File: config.mk
export PLATFORM = sky130hd
export DESIGN_NAME = dot_mac
export DESIGN_NICKNAME = d
export VERILOG_FILES = /design/src/rtl/dot_mac_pkg.sv /design/src/rtl/dot_mac_mul.sv /design/src/rtl/dot_mac.sv
export SDC_FILE = /design/constraint.sdc
export NUM_CORES = 1
export LEC_CHECK = 0
export ABC_AREA = 1
export BUFFER_PORTS_ARGS = -buffer_cell sky130_fd_sc_hd__buf_2
export CAP_MARGIN = 20
export CORE_AREA = 2 2 113 142
export DETAILED_ROUTE_END_ITERATION = 6
export DIE_AREA = 0 0 115 144
export MAX_ROUTING_LAYER = met4
export PLACE_DENSITY = 0.7
export SYNTH_ARGS = -nofsm -noshare
export SYNTH_HDL_FRONTEND = slang
export SYNTH_SLANG_ARGS = --single-unit
File: constraint.sdc
create_clock -name clk -period 5.1 [get_ports clk]
set_clock_uncertainty 0.05 [all_clocks]
set_input_delay 1.02 -clock clk [delete_from_list [all_inputs] [get_ports clk]]
set_output_delay 1.02 -clock clk [all_outputs]
set_load 0.01 [all_outputs]
File: src/rtl/dot_mac_pkg.sv
// Shared types and helpers for the dot_mac MAC stage.
// Optional build macro DOT_MAC_SATURATE_EN (used in dot_mac.sv) selects saturating accumulation.
package dot_mac_pkg;

    typedef enum logic [1:0] {
        IDLE  = 2'd0,
        LOAD  = 2'd1,
        DRAIN = 2'd2,
        DONE  = 2'd3
    } state_t;

    // Width of the element counter; never narrower than one bit.
    function automatic int cnt_width(input int depth);
        return (depth > 1) ? $clog2(depth) : 1;
    endfunction

endpackage

File: src/rtl/dot_mac_mul.sv
// Registered signed multiplier with a matching valid flag.
// Kept separate so it can later become a deeper pipeline without touching the accumulator.
module dot_mac_mul
    import dot_mac_pkg::*;
#(
    parameter int BITS_AB = 8
) (
    input  logic                          clk,
    input  logic                          rst_n,
    input  logic signed [BITS_AB-1:0]     a,
    input  logic signed [BITS_AB-1:0]     b,
    input  logic                          vld_in,
    output logic signed [2*BITS_AB-1:0]   p,
    output logic                          vld_out
);

    logic signed [2*BITS_AB-1:0] r_p;
    logic                        r_vld;

    always_ff @(posedge clk or negedge rst_n) begin
        if (!rst_n) begin
            r_p   <= '0;
            r_vld <= 1'b0;
        end else begin
            r_p   <= a * b;
            r_vld <= vld_in;
        end
    end

    assign p       = r_p;
    assign vld_out = r_vld;

endmodule

File: src/rtl/dot_mac.sv
// Dot-product MAC: streams DEPTH A/B pairs from the upstream FIFOs and accumulates their products.
// Build macro DOT_MAC_SATURATE_EN: accumulation clamps to the signed BITS_C range instead of wrapping.
module dot_mac
    import dot_mac_pkg::*;
#(
    parameter int DEPTH   = 8,
    parameter int BITS_AB = 8,
    parameter int BITS_C  = 24
) (
    input  logic                       clk,
    input  logic                       rst_n,
    input  logic                       start,
    input  logic signed [BITS_AB-1:0]  a_in,
    input  logic signed [BITS_AB-1:0]  b_in,
    output logic                       fifo_en,
    output logic                       busy,
    output logic signed [BITS_C-1:0]   c_out,
    output logic                       c_valid
);

    localparam int CNT_W = cnt_width(DEPTH);
    localparam int P_W   = 2 * BITS_AB;

    generate
        if (BITS_C < 2 * BITS_AB) begin : g_bad_width
            $error("dot_mac: BITS_C must be at least 2*BITS_AB");
        end
        if (DEPTH < 2) begin : g_bad_depth
            $error("dot_mac: DEPTH must be at least 2");
        end
    endgenerate

    state_t                   r_state;
    state_t                   w_state_next;
    logic [CNT_W-1:0]         r_count;
    logic [CNT_W-1:0]         w_count_next;
    logic signed [P_W-1:0]    w_p;
    logic                     w_p_vld;
    logic signed [BITS_C-1:0] r_acc;
    logic signed [BITS_C-1:0] w_acc_next;
    logic signed [BITS_C-1:0] w_acc_add;
    logic signed [BITS_C-1:0] w_p_ext;
    logic signed [BITS_C-1:0] w_sum;
    logic signed [BITS_C-1:0] r_c_out;

    dot_mac_mul #(
        .BITS_AB (BITS_AB)
    ) u_mul (
        .clk     (clk),
        .rst_n   (rst_n),
        .a       (a_in),
        .b       (b_in),
        .vld_in  (fifo_en),
        .p       (w_p),
        .vld_out (w_p_vld)
    );

    assign w_p_ext = BITS_C'(w_p);
    assign w_sum   = r_acc + w_p_ext;

`ifdef DOT_MAC_SATURATE_EN
    localparam logic signed [BITS_C-1:0] ACC_MAX = {1'b0, {(BITS_C-1){1'b1}}};
    localparam logic signed [BITS_C-1:0] ACC_MIN = {1'b1, {(BITS_C-1){1'b0}}};

    logic w_ovf_pos;
    logic w_ovf_neg;

    // Overflow only when both operands share a sign that the sum does not.
    assign w_ovf_pos = !r_acc[BITS_C-1] && !w_p_ext[BITS_C-1] &&  w_sum[BITS_C-1];
    assign w_ovf_neg =  r_acc[BITS_C-1] &&  w_p_ext[BITS_C-1] && !w_sum[BITS_C-1];
    assign w_acc_add = w_ovf_pos ? ACC_MAX : (w_ovf_neg ? ACC_MIN : w_sum);
`else
    assign w_acc_add = w_sum;
`endif

    always_comb begin
        w_state_next = r_state;
        w_count_next = r_count;
        case (r_state)
            IDLE: begin
                if (start) begin
                    w_state_next = LOAD;
                end
            end
            LOAD: begin
                if (r_count == CNT_W'(DEPTH - 1)) begin
                    w_state_next = DRAIN;
                    w_count_next = '0;
                end else begin
                    w_count_next = r_count + CNT_W'(1);
                end
            end
            DRAIN:   w_state_next = DONE;
            DONE:    w_state_next = IDLE;
            default: w_state_next = IDLE;
        endcase
    end

    always_comb begin
        w_acc_next = r_acc;
        if (r_state == IDLE && start) begin
            w_acc_next = '0;
        end else if (w_p_vld) begin
            w_acc_next = w_acc_add;
        end
    end

    always_ff @(posedge clk or negedge rst_n) begin
        if (!rst_n) begin
            r_state <= IDLE;
            r_count <= '0;
            r_acc   <= '0;
            r_c_out <= '0;
        end else begin
            r_state <= w_state_next;
            r_count <= w_count_next;
            r_acc   <= w_acc_next;
            // The last product lands during DRAIN, so capture the post-add value.
            if (r_state == DRAIN) begin
                r_c_out <= w_acc_next;
            end
        end
    end

    assign fifo_en = (r_state == LOAD);
    assign busy    = (r_state != IDLE);
    assign c_valid = (r_state == DONE);
    assign c_out   = r_c_out;

endmodule

==> metrics.csv <==
metric,value,unit
vias per cell,4.86,
synthesized net count,1027,
Clock Pin Slew Worst Setup and Hold Paths,0.05,ns
initial antenna violation count,0,
mean post-synth cell area,7.55,µm²
CP peak stage delay,0.55,ns
most frequent cells in the layout,"nand2_1 (214), inv_1 (197), nor2_1 (73)",
TritonCTS buffer count,9,
worst-margin pin slew,0.862,ns
pin count of the biggest net entering global routing,71,
Inserted Diodes,0,
cell leakage power,4.24,nW
Max-Cap Viols,0,
sequential fraction of the synthesis area,0.260,
CTS Root Cell,clkbuf_16,
synthesized flop and latch total,70,
Relative slew margins,0.425,
Die Ht,144,µm
Overall Global Routing Usage,0.196,
Worst VDD drop,0.244,mV
core area,15300,µm²
Worst Hold Depth,2,
Initial Util,0.441,
critical path's slowest cell,fa_1,
post-route setup TNS,0,ns
deepest clock path buffer count,2,
Final Max Slew Viols,0,
"commonest non-fill, non-tap cell in the layout",nand2_1,
min cycle time layout,4.78,ns
die area,16600,µm²
post-CTS sizing,0,
num ports,46,
"antenna viol nets, final",0,
die width,115,µm
TritonCTS Sinks,70,
vias in the first global route,5476,
Worst Path Arrival,4.96,ns
drt first-iter violations,215,
Row Count,51,
r2r worst-path depth,14,
Fin Hold WS,0.421,ns
crit path cell chain,"buf_2, inv_1, or2_2, fa_1, fa_1, inv_1, fa_1, inv_1, fa_1, inv_1, ha_1, a21oi_1, nor2_1, nor4_1, o21bai_1, nand2_1, nand2_1, nand2_1, nand2_1",
Post-DP HPWL,11.8,mm
Critical Path RT,5.29,ns
Detailed Route WL,14.5,mm
worst hold path type,reg -> reg,
Peak Freq,209,MHz
ratio of cells with drive above 1 in the final layout,0.107,
DRC,0,
RSZ-0062 raised after global routing,false,
synthesized area,6750,µm²
final period utilization,0.936,
depth of the CTS H-tree,3,
Routed wire per std cell,12.9,µm
via count,5448,
global route total overflow,0,
Post-CTS Setup Repair Bufs,0,
"critical path fanouts, max",3,
CTS tree,yes,
Skew-Pair Late Insertion Delay,0.35,ns
synth unique cells,34,
Util after Layout,0.489,
Area Overhead vs Synth,11.0,%
PortBufs,45,
TritonRoute pass-1 iters,5,
Syn. warnings,0,
Nets,1066,
Post-CTS Hold Fix Bufs,0,
global-route wire length before repair,25.1,mm
routability cong.,0.947,
Worst Setup Path Type,in -> reg,
final hold violations,0,
status,completed,
Cells after Synth,893,
pwr dens,694,nW/µm²
Worst setup EP type,flip-flop,
crit start category,input port,
"Setup violations, final",0,
cells in the mapped netlist, drive strengths merged:
cell | n | area (µm²)
nand3b | 3 | 22.5
o21ai | 42 | 221
xor2 | 14 | 123
xnor2 | 10 | 87.6
o21bai | 5 | 37.5
nand3 | 41 | 225
fa | 56 | 1120
nor2 | 79 | 327
nor4 | 1 | 6.26
nand2 | 225 | 872
nand4 | 7 | 43.8
ha | 59 | 738
nor3 | 8 | 45.0
a21o | 4 | 30.0
a221oi | 1 | 8.76
a21oi | 36 | 184
o211ai | 1 | 7.51
or2 | 5 | 31.3
dfrtp | 70 | 1750
o31ai | 1 | 7.51
o2111ai | 1 | 8.76
inv | 197 | 739
buf | 3 | 15.0
a31oi | 1 | 6.26
clkbuf | 23 | 86.3
state kept, by name, summed over array words and instances (netlist names):
| signal | count |
|---|---|
| c_out | 24 |
| r_acc | 24 |
| u_mul.p | 16 |
| r_count | 3 |
| r_state | 2 |
| u_mul.vld_out | 1 |
worst max-delay path: cells and delay by family:
| family | cells | cell delay [ns] |
|---|---|---|
| compound gates | 2 | 0.30 |
| fa+ha+maj | 5 | 2.41 |
| buf+inv | 5 | 0.29 |
| simple gates | 7 | 0.94 |
power breakdown:
part | switching [W] | total (W) | internal (W) | leakage [nW]
Combinational | 0.00222 | 0.00357 | 0.00135 | 3.25
Sequential | 0.000160 | 0.00101 | 0.000852 | 0.850
Clock | 0.000241 | 0.000620 | 0.000378 | 0.142
worst paths after layout:
path	startpoint	end	slack (ns)
setup / recovery	b_in[7]	u_mul.p[12]	0.32
hold / removal	c_out[18]	c_out[18]	0.42
setup reg to reg	r_acc[0]	c_out[18]	2.78
hold reg to reg	c_out[18]	c_out[18]	0.42
max in group asynchronous	rst_n	r_acc[17]	3.70
min in group asynchronous	rst_n	r_count[2]	0.74
routing by layer:
| metal | up-vias | wire [µm] | GRT usage |
|---|---|---|---|
| met5 | - | 0 | - |
| met4 | 0 | 512 | 0.0780 |
| met3 | 35 | 273 | 0.0184 |
| met2 | 77 | 7690 | 0.355 |
| met1 | 2546 | 5980 | 0.221 |
| li1 | 2790 | - | - |
cells by family (layout without fill, tap and decap cells):
| group | Yosys count | after routing | synth area share |
|---|---|---|---|
| adders and majority gates | 115 | 115 | 0.276 |
| buffers and inverters | 223 | 267 | 0.125 |
| DFF | 70 | 70 | 0.260 |
| and+or+nand+nor | 369 | 369 | 0.233 |
| AOI/OAI and AO/OA | 92 | 92 | 0.0759 |
| xor gates and xnor gates | 24 | 24 | 0.0312 |
through the flow:
stage	instance area (µm²)	worst slack, ns	power [W]	instances
floorplan	6750	0.0552	0.00374	893
global placement	7160	0.0423	0.00449	1105
detailed placement	7160	-0.00894	0.00457	1105
CTS	7460	0.341	0.00521	1121
global route	7490	0.137	0.00583	1122
finish	7490	0.325	0.00520	1122
layout make-up:
cell class	count	area, µm²
Multi-Input combinational cell	600	4150
Fill cell	1520	7830
Inverter	197	739
Clock buffer	9	225
Timing Repair Buffer	54	315
Clock inverter	7	72.6
Tap cell	185	231
Sequential cell	70	1750
No activity file was read; power rests on OpenSTA's default activity.
